$ cat config.mk
export PLATFORM = sky130hd
export DESIGN_NAME = phy_ref_lock_seq
export DESIGN_NICKNAME = d
export VERILOG_FILES = /design/src/rtl/phy_ref_lock_pkg.sv /design/src/rtl/phy_sync_bit.sv /design/src/rtl/phy_ref_lock_seq.sv
export SDC_FILE = /design/constraint.sdc
export NUM_CORES = 1
export LEC_CHECK = 0
export ABC_AREA = 1
export CORE_ASPECT_RATIO = 0.6
export CORE_UTILIZATION = 60
export CTS_CLUSTER_DIAMETER = 200
export CTS_CLUSTER_SIZE = 20
export DETAILED_ROUTE_END_ITERATION = 16
export DONT_BUFFER_PORTS = 1
export MAX_ROUTING_LAYER = met4
export PLACE_DENSITY = 0.87
export SETUP_SLACK_MARGIN = 0.5
export SYNTH_ARGS = -nofsm -noshare
export SYNTH_HDL_FRONTEND = slang
export SYNTH_HIERARCHICAL = 1
export SYNTH_SLANG_ARGS = --single-unit
$ cat constraint.sdc
create_clock -name i_clk -period 2.4 [get_ports i_clk]
set_clock_uncertainty 0.2 [all_clocks]
set_input_delay 0.6 -clock i_clk [delete_from_list [all_inputs] [get_ports i_clk]]
set_output_delay 0.6 -clock i_clk [all_outputs]
set_load 0.005 [all_outputs]
$ cat src/rtl/phy_ref_lock_pkg.sv
// phy_ref_lock_pkg: state encoding and loss-counter sizing for the phaser reference lock sequencer
package phy_ref_lock_pkg;
  typedef enum logic [2:0] {
    S_HOLD  = 3'd0,
    S_WAIT  = 3'd1,
    S_REL   = 3'd2,
    S_RDY   = 3'd3,
    S_LOST  = 3'd4,
    S_FAIL  = 3'd5,
    S_PDOWN = 3'd6
  } state_t;
  localparam int LOSS_W = 8;
  localparam logic [LOSS_W-1:0] LOSS_MAX = '1;
endpackage

$ cat src/rtl/phy_sync_bit.sv
// phy_sync_bit: multi-flop synchronizer for a single asynchronous bit, cleared by async reset
module phy_sync_bit #(
  parameter int STAGES = 2
) (
  input  logic i_clk,
  input  logic i_rst,
  input  logic i_d,
  output logic o_q
);
  logic [STAGES-1:0] r_sync;
  always_ff @(posedge i_clk or posedge i_rst)
    if (i_rst) r_sync <= '0;
    else r_sync <= {r_sync[STAGES-2:0], i_d};
  assign o_q = r_sync[STAGES-1];
endmodule

$ cat src/rtl/phy_ref_lock_seq.sv
// phy_ref_lock_seq: PHASER_REF lock-acquisition sequencer driving phaser reset/power-down and PHY reset release
module phy_ref_lock_seq
  import phy_ref_lock_pkg::*;
#(
  parameter int SYNC_STAGES    = 2,
  parameter int HOLD_CYCLES    = 16,
  parameter int STABLE_CYCLES  = 64,
  parameter int RELEASE_CYCLES = 16,
  parameter int TIMEOUT_CYCLES = 65536
) (
  input  logic              i_clk,
  input  logic              i_rst,
  input  logic              i_locked_in,
  input  logic              i_pwrdwn_req,
  input  logic              i_retry,
  output logic              o_phaser_ref_rst,
  output logic              o_phaser_ref_pwrdwn,
  output logic              o_phy_rst,
  output logic              o_ready,
  output logic              o_timeout,
  output logic [LOSS_W-1:0] o_loss_cnt,
  output logic [2:0]        o_state
);
  localparam int DMAX = (HOLD_CYCLES > STABLE_CYCLES)
                      ? ((HOLD_CYCLES > RELEASE_CYCLES) ? HOLD_CYCLES : RELEASE_CYCLES)
                      : ((STABLE_CYCLES > RELEASE_CYCLES) ? STABLE_CYCLES : RELEASE_CYCLES);
  localparam int DW = $clog2(DMAX + 1);
  localparam int TW = $clog2(TIMEOUT_CYCLES + 1);

  state_t            r_state, w_state_nx;
  logic [DW-1:0]     r_cnt, w_cnt_nx;
  logic [TW-1:0]     r_tcnt, w_tcnt_nx, w_tcnt_inc;
  logic [LOSS_W-1:0] r_loss;
  logic              r_timeout, r_prr, r_pd, r_phy, r_rdy;
  logic              w_lk, w_hold_done, w_stable_done, w_rel_done, w_to, w_counting;

  phy_sync_bit #(.STAGES(SYNC_STAGES)) u_sync (
    .i_clk (i_clk),
    .i_rst (i_rst),
    .i_d   (i_locked_in),
    .o_q   (w_lk)
  );

  assign w_hold_done   = r_cnt == DW'(HOLD_CYCLES - 1);
  assign w_stable_done = r_cnt == DW'(STABLE_CYCLES - 1);
  assign w_rel_done    = r_cnt == DW'(RELEASE_CYCLES - 1);
  assign w_tcnt_inc    = r_tcnt + 1'b1;
  assign w_to          = w_tcnt_inc >= TW'(TIMEOUT_CYCLES);
  assign w_counting    = r_state inside {S_HOLD, S_WAIT, S_REL};

  // Lock loss beats a completing count; power-down beats everything.
  always_comb begin
    w_state_nx = r_state;
    case (r_state)
      S_HOLD:  w_state_nx = w_hold_done ? S_WAIT : S_HOLD;
      S_WAIT:  w_state_nx = (w_lk && w_stable_done) ? S_REL : w_to ? S_FAIL : S_WAIT;
      S_REL:   w_state_nx = !w_lk ? S_LOST : w_rel_done ? S_RDY : S_REL;
      S_RDY:   w_state_nx = !w_lk ? S_LOST : S_RDY;
      S_LOST:  w_state_nx = S_HOLD;
      S_FAIL:  w_state_nx = i_retry ? S_HOLD : S_FAIL;
      default: w_state_nx = S_HOLD;
    endcase
    if (i_pwrdwn_req) w_state_nx = S_PDOWN;
    w_cnt_nx  = (w_state_nx == r_state && w_counting && !(r_state == S_WAIT && !w_lk))
              ? DW'(r_cnt + 1'b1) : '0;
    w_tcnt_nx = (r_state == S_WAIT && w_state_nx == S_WAIT) ? w_tcnt_inc : '0;
  end

  always_ff @(posedge i_clk or posedge i_rst)
    if (i_rst) begin
      r_state   <= S_HOLD;
      r_cnt     <= '0;
      r_tcnt    <= '0;
      r_loss    <= '0;
      r_timeout <= 1'b0;
      r_prr     <= 1'b1;
      r_pd      <= 1'b0;
      r_phy     <= 1'b1;
      r_rdy     <= 1'b0;
    end else begin
      r_state   <= w_state_nx;
      r_cnt     <= w_cnt_nx;
      r_tcnt    <= w_tcnt_nx;
      r_loss    <= (w_state_nx == S_LOST && r_loss != LOSS_MAX) ? r_loss + 1'b1 : r_loss;
      r_timeout <= (w_state_nx == S_FAIL) ? 1'b1
                 : (r_state == S_FAIL && w_state_nx == S_HOLD) ? 1'b0 : r_timeout;
      r_prr     <= w_state_nx inside {S_HOLD, S_FAIL, S_PDOWN};
      r_pd      <= w_state_nx == S_PDOWN;
      r_phy     <= w_state_nx != S_RDY;
      r_rdy     <= w_state_nx == S_RDY;
    end

  assign o_phaser_ref_rst    = r_prr;
  assign o_phaser_ref_pwrdwn = r_pd;
  assign o_phy_rst           = r_phy;
  assign o_ready             = r_rdy;
  assign o_timeout           = r_timeout;
  assign o_loss_cnt          = r_loss;
  assign o_state             = r_state;
endmodule

==> impl_metrics.toml <==
[layout]
multi_input_area_um2 = 1210
nFillCells = 162
drive_above_1_share_pct = 46.4
area_growth_pct = 34.0
nNetsFinal = 287
antenna_cells = 0
final_util_pct = 85.6
seqCellArea_um2 = 1060

[power]
p_int_w = 0.00105
pwr-share-seq_pct = 54.0
swShare_pct = 30.1
total_power_w = 0.00151
leakage_nw = 1.30
power_frac_comb_pct = 13.0
clkPwrFrac_pct = 33.0
ir_drop_v = 0.000530
power.density_nw_per_um2 = 533
p_sw_w = 0.000453

[sta]
finalSetupViolations = 0
hold_viol = 0
finalCritPeriodShare_pct = 91.0
timing.slew.headroom_pct = 66.1
setup_ws_ns = 0.216
max_freq_mhz = 458
setup_tns_ns = 0
tightest_slew_ns = 0.509
period_minus_slack_ns = 2.18
rsz0062_at_grt = "yes"
hold-worst-slack_ns = 0.0866
drv_slew = 0

[drt]
drtIter0Drc = 216
dr.pass1.iters = 5
num_vias = 1941
wl_per_cell_um = 21.3
via_per_inst = 5.97
wl_mm = 6.94
final_antenna_net_count = 0
post-route-drc-count = 0

[synthesis]
synth.distinct_cells = 26
yosys.area.top_type = "dfrtp_1"
syn_nets = 245
ys_top_cells_by_area = "dfrtp_1 (47%), nand2_1 (8.2%), nor2_1 (5.9%)"
synth_top_area_share_pct = 47.4
ys_seq_area_share_pct = 49.9
ys_async_sr_fraction_pct = 100
synth_area_per_cell_um2 = 8.91
synth_ff_type = "dfrtp_1"
yosys_warnings = 6
synth.cell_area_um2 = 2110
yosys-top-cells-count = "nand2_1 (46), dfrtp_1 (40), nor2_1 (33)"
synth-edff-count = 0
yosysMostFrequentCell = "nand2_1"
netlist_instances = 237
synth_seq_cells = 42

[clocking]
cts_buffers = 5
clockRootBuffer = "clkbuf_8"
path_clk_slew_ns = 0.09
clkSinkCount = 42
clk_path_buf_depth = 2
h-tree-depth = 2
cts_tree = "done"
clk_latency_ns = 0.31

[grt]
grt_pass1_wl_mm = 7.93
grt_antenna_before_repair = 0
grt_max_degree = 41
overflow = 0
grt_pass1_vias = 1609
track_usage_pct = 30.8

[hold_path]
hp-class = "primary input to asynchronous set/reset pin"

[placement]
place.gp.congestion = 0.857
hpwl_mm = 2.94
port_buffers = 0
pre_cts_ws_ns = 0.256

[critical_path]
start_kind = "flop"
endpoint_kind = "flop"
path_class = "flop to flop"
arrival_ns = 2.21
required_ns = 2.43
path_max_fanout = 7

[floorplan]
dieArea_um2 = 3770
num_rows = 16
die_x_um = 78.6
dieHeight_um = 47.9
core_um2 = 3300
start_util_pct = 63.9
io_pins = 21

[status]
run_status = "completed"

[flow_run]
drv_cap = 0
-- cells in the final DEF (no fill, tap or decap), types with 2 or more instances in the layout --
cell,synthesis,final
buf_4,0,30
buf_6,1,4
clkbuf_8,0,6
dfrtp_1,40,35
dfrtp_2,0,5
dfstp_2,2,2
inv_1,24,20
inv_2,3,5
inv_4,0,2
nand2_1,46,31
nand2_2,2,11
nand2_4,1,6
nand3_1,23,17
nand3_2,5,5
nand3_4,1,8
nand4_1,4,4
nor2_1,33,12
nor2_2,13,31
nor2_4,2,5
nor3_1,3,2
nor3_4,1,2
xnor2_1,10,9
xor2_1,14,14
-- repair_timing --
action	in CTS	in global routing
setup endpoints to repair	33	33
resized for setup	30	50
hold buffers	1	0
hold endpoints to repair	2	0
pin swaps	13	24
buffers inserted	14	19
cloned	2	0
-- cell type report --
cell class / count / share of cell area (%)
clock inverters: 2 / 0.442
clock buffers: 6 / 2.92
repair buffers: 37 / 10.8
inverters: 27 / 3.76
multi-input cells: 166 / 42.6
well taps: 45 / 1.99
flip-flops and latches: 42 / 37.5
-- final timing paths --
path                                         endpoint  slack, ns                       start  cells after the start
min in group i_clk         u_sync/r_sync[0]$_DFF_PP0_       0.11                 i_locked_in                      0
max in group asynchronous  u_sync/r_sync[1]$_DFF_PP0_       1.52                       i_rst                      2
hold reg to reg            u_sync/r_sync[1]$_DFF_PP0_       0.16  u_sync/r_sync[0]$_DFF_PP0_                      0
setup reg to reg                   r_cnt[2]$_DFF_PP0_       0.22        o_state[1]$_DFF_PP0_                     10
hold / removal              o_loss_cnt[2]$_DFFE_PP0P_       0.09                       i_rst                      2
setup / recovery                   r_cnt[2]$_DFF_PP0_       0.22        o_state[1]$_DFF_PP0_                     10
-- state kept, by name (all words and copies together), names as in the netlist --
| signal | flops |
|---|---|
| o_state | 3 |
| o_phaser_ref_rst | 1 |
| o_ready | 1 |
| r_cnt | 7 |
| o_phy_rst | 1 |
| o_timeout | 1 |
| o_loss_cnt | 8 |
| u_sync/r_sync | 2 |
| o_phaser_ref_pwrdwn | 1 |
| r_tcnt | 17 |
-- per-layer routing --
layer | share of wire [%] | wire (µm) | up-vias | track usage, %
met1 | 40 | 2750 | 925 | 39.6
li1 | - | - | 821 | -
met5 | 0 | 0 | - | -
met4 | 5.3 | 370 | 0 | 14.8
met3 | 8.6 | 600 | 51 | 8.76
met2 | 46 | 3220 | 144 | 45.9
-- critical path, cell delays in order (launching register included) --
cell	delay, ns
dfrtp_2	0.51
nor3_4	0.34
nand2_4	0.12
nand3_4	0.11
nand2_4	0.08
buf_4	0.16
nand2_1	0.05
nand3_1	0.08
nor2_2	0.15
nand2_4	0.13
nor2_1	0.15
-- metrics by stage --
| step | cells | area, µm² |
|---|---|---|
| after detailed placement | 281 | 2160 |
| after floorplan | 237 | 2110 |
| final | 325 | 2830 |
| after global placement | 281 | 2160 |
| after CTS | 306 | 2500 |
| after global routing | 325 | 2830 |
-- power by group through the flow --
| stage | sequential [W] | combinational, W | clock (W) |
|---|---|---|---|
| floorplan | 0.000799 | 0.000104 | 0 |
| global placement | 0.000810 | 0.000123 | 0 |
| detailed placement | 0.000810 | 0.000130 | 0 |
| CTS | 0.000797 | 0.000148 | 0.000482 |
| global route | 0.000820 | 0.000218 | 0.000528 |
| finish | 0.000815 | 0.000196 | 0.000498 |
-- cell families after synthesis --
logic type | share of synthesized area (%)
other | 0.178
and+or+nand+nor | 32.4
xor gates and xnor gates | 9.96
DFF | 49.9
buffers and inverters | 5.75
adders and majority gates | 1.78
Power figures use the tool's default switching activity.
